===== config.mk =====
export PLATFORM = sky130hd
export DESIGN_NAME = full_adder_flat
export DESIGN_NICKNAME = d
export VERILOG_FILES = /design/src/rtl/full_adder_if.sv /design/src/rtl/full_adder.sv /design/src/flat_wrapper.sv
export SDC_FILE = /design/constraint.sdc
export NUM_CORES = 1
export LEC_CHECK = 0
export ABC_AREA = 1
export CAP_MARGIN = 10
export CELL_PAD_IN_SITES_DETAIL_PLACEMENT = 2
export CELL_PAD_IN_SITES_GLOBAL_PLACEMENT = 2
export CORE_AREA = 2 2 39 41
export CTS_BUF_LIST = sky130_fd_sc_hd__clkbuf_8
export CTS_CLUSTER_DIAMETER = 120
export CTS_CLUSTER_SIZE = 14
export DETAILED_ROUTE_END_ITERATION = 12
export DIE_AREA = 0 0 41 43
export PLACE_DENSITY_LB_ADDON = 0.1
export SYNTH_ARGS = -nofsm -noshare
export SYNTH_HDL_FRONTEND = slang
export SYNTH_SLANG_ARGS = --single-unit

===== constraint.sdc =====
create_clock -name clk -period 1.2 [get_ports clk]
set_input_delay 0.12 -clock clk [delete_from_list [all_inputs] [get_ports clk]]
set_output_delay 0.12 -clock clk [all_outputs]
set_load 0.01 [all_outputs]

===== src/rtl/full_adder_if.sv =====
// rtl/full_adder_if.sv - operand/result bundle for the registered ripple-carry adder
// Optional ovf signal exists only when FULL_ADDER_OVF_EN is defined.
interface full_adder_if #(
  parameter int WIDTH = 1
);

  logic             in_valid;
  logic [WIDTH-1:0] a;
  logic [WIDTH-1:0] b;
  logic             cin;
  logic [WIDTH-1:0] sum;
  logic             cout;
  logic             out_valid;
`ifdef FULL_ADDER_OVF_EN
  logic             ovf;

  modport master (
    output in_valid, a, b, cin,
    input  sum, cout, out_valid, ovf
  );

  modport slave (
    input  in_valid, a, b, cin,
    output sum, cout, out_valid, ovf
  );
`else
  modport master (
    output in_valid, a, b, cin,
    input  sum, cout, out_valid
  );

  modport slave (
    input  in_valid, a, b, cin,
    output sum, cout, out_valid
  );
`endif

endinterface


===== src/rtl/full_adder.sv =====
// rtl/full_adder.sv - registered WIDTH-bit ripple-carry adder, {cout,sum} = a + b + cin
// Optional signed-overflow output is enabled by defining FULL_ADDER_OVF_EN.
// WIDTH is legal over 1..64; the interface instance must use the same WIDTH.
module full_adder #(
  parameter int WIDTH = 1
) (
  input  logic        clk,
  input  logic        rst,
  full_adder_if.slave bus
);

  // Ripple chain: w_c[i] is the carry into cell i, w_c[WIDTH] is the MSB carry-out.
  logic [WIDTH:0]   w_c;
  logic [WIDTH-1:0] w_s;

  assign w_c[0] = bus.cin;

  for (genvar gi = 0; gi < WIDTH; gi++) begin : g_cell
    assign w_s[gi]     = bus.a[gi] ^ bus.b[gi] ^ w_c[gi];
    assign w_c[gi + 1] = (bus.a[gi] & bus.b[gi]) |
                         (bus.a[gi] & w_c[gi])   |
                         (bus.b[gi] & w_c[gi]);
  end

  logic [WIDTH-1:0] r_sum;
  logic             r_cout;
  logic             r_out_valid;

  // Capture the chain result only on accepted inputs so idle (possibly X) operands never reach the outputs.
  always_ff @(posedge clk) begin
    if (rst) begin
      r_sum       <= '0;
      r_cout      <= 1'b0;
      r_out_valid <= 1'b0;
    end else begin
      r_out_valid <= bus.in_valid;
      if (bus.in_valid) begin
        r_sum  <= w_s;
        r_cout <= w_c[WIDTH];
      end
    end
  end

  assign bus.sum       = r_sum;
  assign bus.cout      = r_cout;
  assign bus.out_valid = r_out_valid;

`ifdef FULL_ADDER_OVF_EN
  // Signed overflow is carry-into-MSB xor carry-out-of-MSB; for WIDTH=1 the carry into the MSB is cin.
  logic w_ovf;
  logic r_ovf;

  assign w_ovf = w_c[WIDTH] ^ w_c[WIDTH-1];

  // Overflow flag is registered alongside sum and holds while idle.
  always_ff @(posedge clk) begin
    if (rst) begin
      r_ovf <= 1'b0;
    end else if (bus.in_valid) begin
      r_ovf <= w_ovf;
    end
  end

  assign bus.ovf = r_ovf;
`endif

endmodule


===== src/flat_wrapper.sv =====
// flat-port wrapper written by rule: the top's interface ports become plain ports
module full_adder_flat 
#(
  parameter int WIDTH = 1
)
  (clk, rst, bus_in_valid, bus_a, bus_b, bus_cin, bus_sum, bus_cout, bus_out_valid);
  full_adder_if #(.WIDTH(WIDTH)) bus_i ();
  input  logic clk;
  input  logic rst;
  input wire logic [$bits(bus_i.in_valid)-1:0] bus_in_valid;
  input wire logic [$bits(bus_i.a)-1:0] bus_a;
  input wire logic [$bits(bus_i.b)-1:0] bus_b;
  input wire logic [$bits(bus_i.cin)-1:0] bus_cin;
  output wire logic [$bits(bus_i.sum)-1:0] bus_sum;
  output wire logic [$bits(bus_i.cout)-1:0] bus_cout;
  output wire logic [$bits(bus_i.out_valid)-1:0] bus_out_valid;
  assign bus_i.in_valid = bus_in_valid;
  assign bus_i.a = bus_a;
  assign bus_i.b = bus_b;
  assign bus_i.cin = bus_cin;
  assign bus_sum = bus_i.sum;
  assign bus_cout = bus_i.cout;
  assign bus_out_valid = bus_i.out_valid;
  full_adder #(.WIDTH(WIDTH)) u_core (.clk(clk), .rst(rst), .bus(bus_i));
endmodule

Word-level counts from Yosys, hierarchy flattened
Index checks and enable logic that the tools add are counted.

storage, ports and cells
  bits in registers = 3
  latch bits = 0
  bits in writable memories = 0
  ROM bits = 0
  memories kept = 0

operators by class
  add/sub/neg operators = 0
  multiply operators = 0
  div/mod/pow operators = 0
  magnitude comparators = 0
  eq/ne operators = 0
  shifts and indexed selects = 0
  multiplexer cells = 0
  bitwise operators = 7
  reduce and logical (&&, ||, !) cells = 0

operator list
  operator     count
  $and 1x1->1  3
  $or 1x1->1   2
  $xor 1x1->1  2

Logic depth before layout (Yosys ltp)
  word-level depth = 3
  gate-level depth with buffers = 5

Least setup slack after synthesis
OpenSTA, ideal clock, no wires.

  kind = input to register
  from = in bus_cin
  to = reg u_core.r_sum, in the netlist u_core.bus.sum
  setup time = 0.064 ns
  arrival = 0.809 ns
  required time = 1.136 ns
  slack = 0.327 ns
  stages on the path = 5
  cells stage by stage = fa_1 -> inv_1 -> nand2_1 -> nand2_1 -> nor2_1

on the way
  longest elaborated chain between the ends = 1

RTL lines
  what                    line                source
  start: declaration      flat_wrapper.sv:13  input wire logic [$bits(bus_i.cin)-1:0] bus_cin;
  $xor 1x1->1             full_adder.sv:19    assign w_s[gi] = bus.a[gi] ^ bus.b[gi] ^ w_c[gi];
  end signal: assignment  full_adder.sv:38    r_sum <= w_s;
  end: declaration        full_adder.sv:25    logic [WIDTH-1:0] r_sum;

No other way between the ends.
A chain may end at the register's enable or synchronous reset.

Final worst setup path
  from = reg u_core.r_out_valid, in the netlist u_core.bus.out_valid
  to = out bus_out_valid

RTL lines
  what                      line                source
  start: declaration        full_adder.sv:27    logic r_out_valid;
  start signal: assignment  full_adder.sv:36    r_out_valid <= bus.in_valid;
  end: declaration          flat_wrapper.sv:16  output wire logic [$bits(bus_i.out_valid)-1:0] bus_out_valid;

No word-level cell between the ends.

==> impl_metrics.csv <==
group,metric,value,unit
synth,synth_edf_count,0,
synth,yosys-top-cells-area,"dfxtp_1 (47%), fa_1 (16%), nor2_1 (15%)",
setup_path,worstSetupStartpointType,"register",
synth,netlist.area_leader.share,46.6,%
final_layout,area_delta_synth_final,117,%
synth,async_flop_share,0,%
setup_path,regToRegEndpoint,"u_core.bus.cout",
final_layout,fill_cells,164,
clock_network,clock_latency,0.22,ns
sta,worst_pin_slew,0.191,ns
setup_path,critical-path-top-delay-family,"buffers and inverters",
pwr,swShare,20.8,%
clock_network,cts_sinks,3,
synth,synth_cells,17,
sta,setup_viol,0,
place,detailed_place_hpwl,264,um
pwr,powerDensity,1630,nW/um^2
pwr,p_total,454,uW
status,outcome,"complete, no violations",
die,core-area,1380,sq um
synth,ys.flop_type,"dfxtp_1",
route,drt_iter0_drc,3,
sta,rsz0062_at_grt,"false",
synth,synth_nets,24,
setup_path,r2r-start,"u_core.bus.cout",
min_path,worst_hold_path.endpoint,"u_core.bus.sum",
pwr,p_comb_share,12.2,%
die,initial_utilization,9.31,%
setup_path,path_buf_inv,1,
synth,synth.largest_area_cell,"dfxtp_1",
setup_path,arrival,1.03,ns
min_path,min_from,"u_core.bus.sum",
synth,post_synth.cell_area_avg,7.58,sq um
sta,fin_crit_sh,96.0,%
sta,fin_skew,0,ns
synth,synthesis.area,129,sq um
setup_path,worstPathCellList,"clkdlybuf4s50_1",
setup_path,max_stage_delay,0.52,ns
place,gp_congestion,0.622,
clock_network,cts_max_path_buffers,2,
synth,synth_seq_cells,3,
global_route,grt_overflow_total,0,
setup_path,worstRegToRegCells,2,
min_path,whs_path_depth,2,
route,antenna_left,0,
final_layout,antenna_cells,0,
die,die_h,43,um
sta,slew_headroom,87.2,%
global_route,grt_antenna_before_repair,0,
route,vias_per_cell,3.29,
pwr,seqPwrFrac,24.4,%
clock_network,clockRootBuffer,"clkbuf_8",
clock_network,ctsHtreeMaxLevel,1,
setup_path,crit_slowest_cell,"clkdlybuf4s50_1",
setup_path,end_kind,"output port",
synth,synth.distinct_cells,5,
die,die_x,41,um
flow_run,cap_violations,0,
final_layout,drive_gt1_share,10.3,%
die,num_rows,14,
route,routedWlPerCell,7.91,um
place,io_buffers,8,
min_path,hold_path.class,"register to register",
route,vias,148,
global_route,grt_pass1_vias,127,
pwr,ir_drop,0.338,mV
final_layout,layout.nets,37,
sta,fmax,868,MHz
pwr,internal-power,359,uW
pwr,p_switching,94.5,uW
route,drc,0,
global_route,grt.total_usage,5.32,%
sta,fin_crit,1.15,ns
setup_path,path_max_fanout,1,
synth,yosysMostFrequentCell,"nor2_1",
die,die_area,1760,sq um
pwr,power_leakage,0.000161,uW
die,pin_count,9,
sta,hold_violations,0,
clock_network,hold_buffers,0,
synth,synth_common_cells,"nor2_1 (5), inv_1 (4), nand2_1 (4)",
setup_path,critPathRequiredTime,1.08,ns
global_route,grt_max_degree,6,
synth,ys_seq_area_share,46.6,%
sta,drv_slew,0,
final_layout,fin_area,279,sq um
route,first_pass_iters,2,
clock_network,cts_buffers,3,
pwr,power_frac_clock,63.4,%
clock_network,cts_tree,"built",
route,drt_wl_total,356,um
clock_network,path_clk_slew,0.03,ns
place,placed_area,229,sq um
synth,yosys_warnings,0,
setup_path,reg2reg_setup_slack,0.65,ns
setup_path,crit_type,"register to output port",
global_route,grt_first_pass_wirelength,517,um
power groups by stage:
| stage | logic (uW) | registers, uW | clock network (uW) |
|---|---|---|---|
| 3_5_place_dp | 58.3 | 112 | 0 |
| 5_1_grt | 63.0 | 111 | 316 |
| 3_3_place_gp | 57.2 | 112 | 0 |
| 4_1_cts | 58.6 | 111 | 299 |
| 6_report | 55.5 | 110 | 288 |
| 2_1_floorplan | 16.3 | 116 | 0 |
flip-flops by register name (all words and copies together), names as in the netlist:
register	flops
u_core.bus.sum	1
u_core.bus.out_valid	1
u_core.bus.cout	1
layout make-up:
class | instances | area, sq um | area share, %
multi-input combinational | 10 | 53.8 | 19.3
clock buffer | 3 | 41.3 | 14.8
sequential | 3 | 60.1 | 21.5
tap | 16 | 20.0 | 7.17
inverter | 4 | 15.0 | 5.38
clock inverter | 1 | 3.75 | 1.35
timing repair buffer | 8 | 85.1 | 30.5
logic make-up (layout without fill, tap and decap cells):
| kind of cell | count (synthesis) | count (layout) | synth area share [%] |
|---|---|---|---|
| and+or+nand+nor | 9 | 9 | 26.2 |
| buffers and inverters | 4 | 16 | 11.6 |
| DFF | 3 | 3 | 46.6 |
| adders and majority gates | 1 | 1 | 15.5 |
layout by cell type (no fill, tap or decap), drive strengths merged:
cell type      netlist  layout
nor2                 5       5
inv                  4       5
fa                   1       1
dfxtp                3       3
clkdlybuf4s50        0       6
clkbuf               0       3
nand2                4       4
dlymetal6s2s         0       2
layer usage:
metal / global-route usage (%) / wire length (um) / share of wire (%) / vias to the layer above
met5: 0 / 0 / 0 / -
met4: 6.00 / 11 / 3.1 / 0
met3: 6.81 / 71 / 20 / 3
met2: 5.00 / 144 / 40 / 12
met1: 4.81 / 129 / 36 / 62
li1: - / - / - / 71
per-stage QoR:
stage               util [%]  hold slack [ns]  setup slack [ns]  TNS, ns  cells
floorplan                  -            0.191             0.327        0     17
global placement        16.5            0.464            -0.149   -0.237     41
detailed placement      16.5            0.469            -0.171   -0.270     41
CTS                     19.8            0.473           0.00145        0     45
global route            20.2            0.480           0.00153        0     45
finish                  20.2            0.465            0.0485        0     45
worst max path at each step:
stage | slack [ns] | endpoint | from | depth (start not counted)
2_1_floorplan | 0.33 | u_core.bus.sum | bus_cin | 5
3_5_place_dp | -0.17 | u_core.bus.sum | bus_cin | 6
6_report | 0.05 | bus_out_valid | u_core.bus.out_valid | 1
4_1_cts | 0.001 | bus_cout | u_core.bus.cout | 1
5_1_grt | 0.002 | u_core.bus.sum | bus_a | 6
3_3_place_gp | -0.15 | u_core.bus.sum | bus_cin | 6
what timing repair did:
action | 4_1_cts | 5_1_grt
hold endpoints to repair | 0 | 0
endpoints found under the setup margin | 0 | 3
buffers inserted | 0 | 0
gates resized for setup | 0 | 2
No activity file was read; power rests on OpenSTA's default activity.
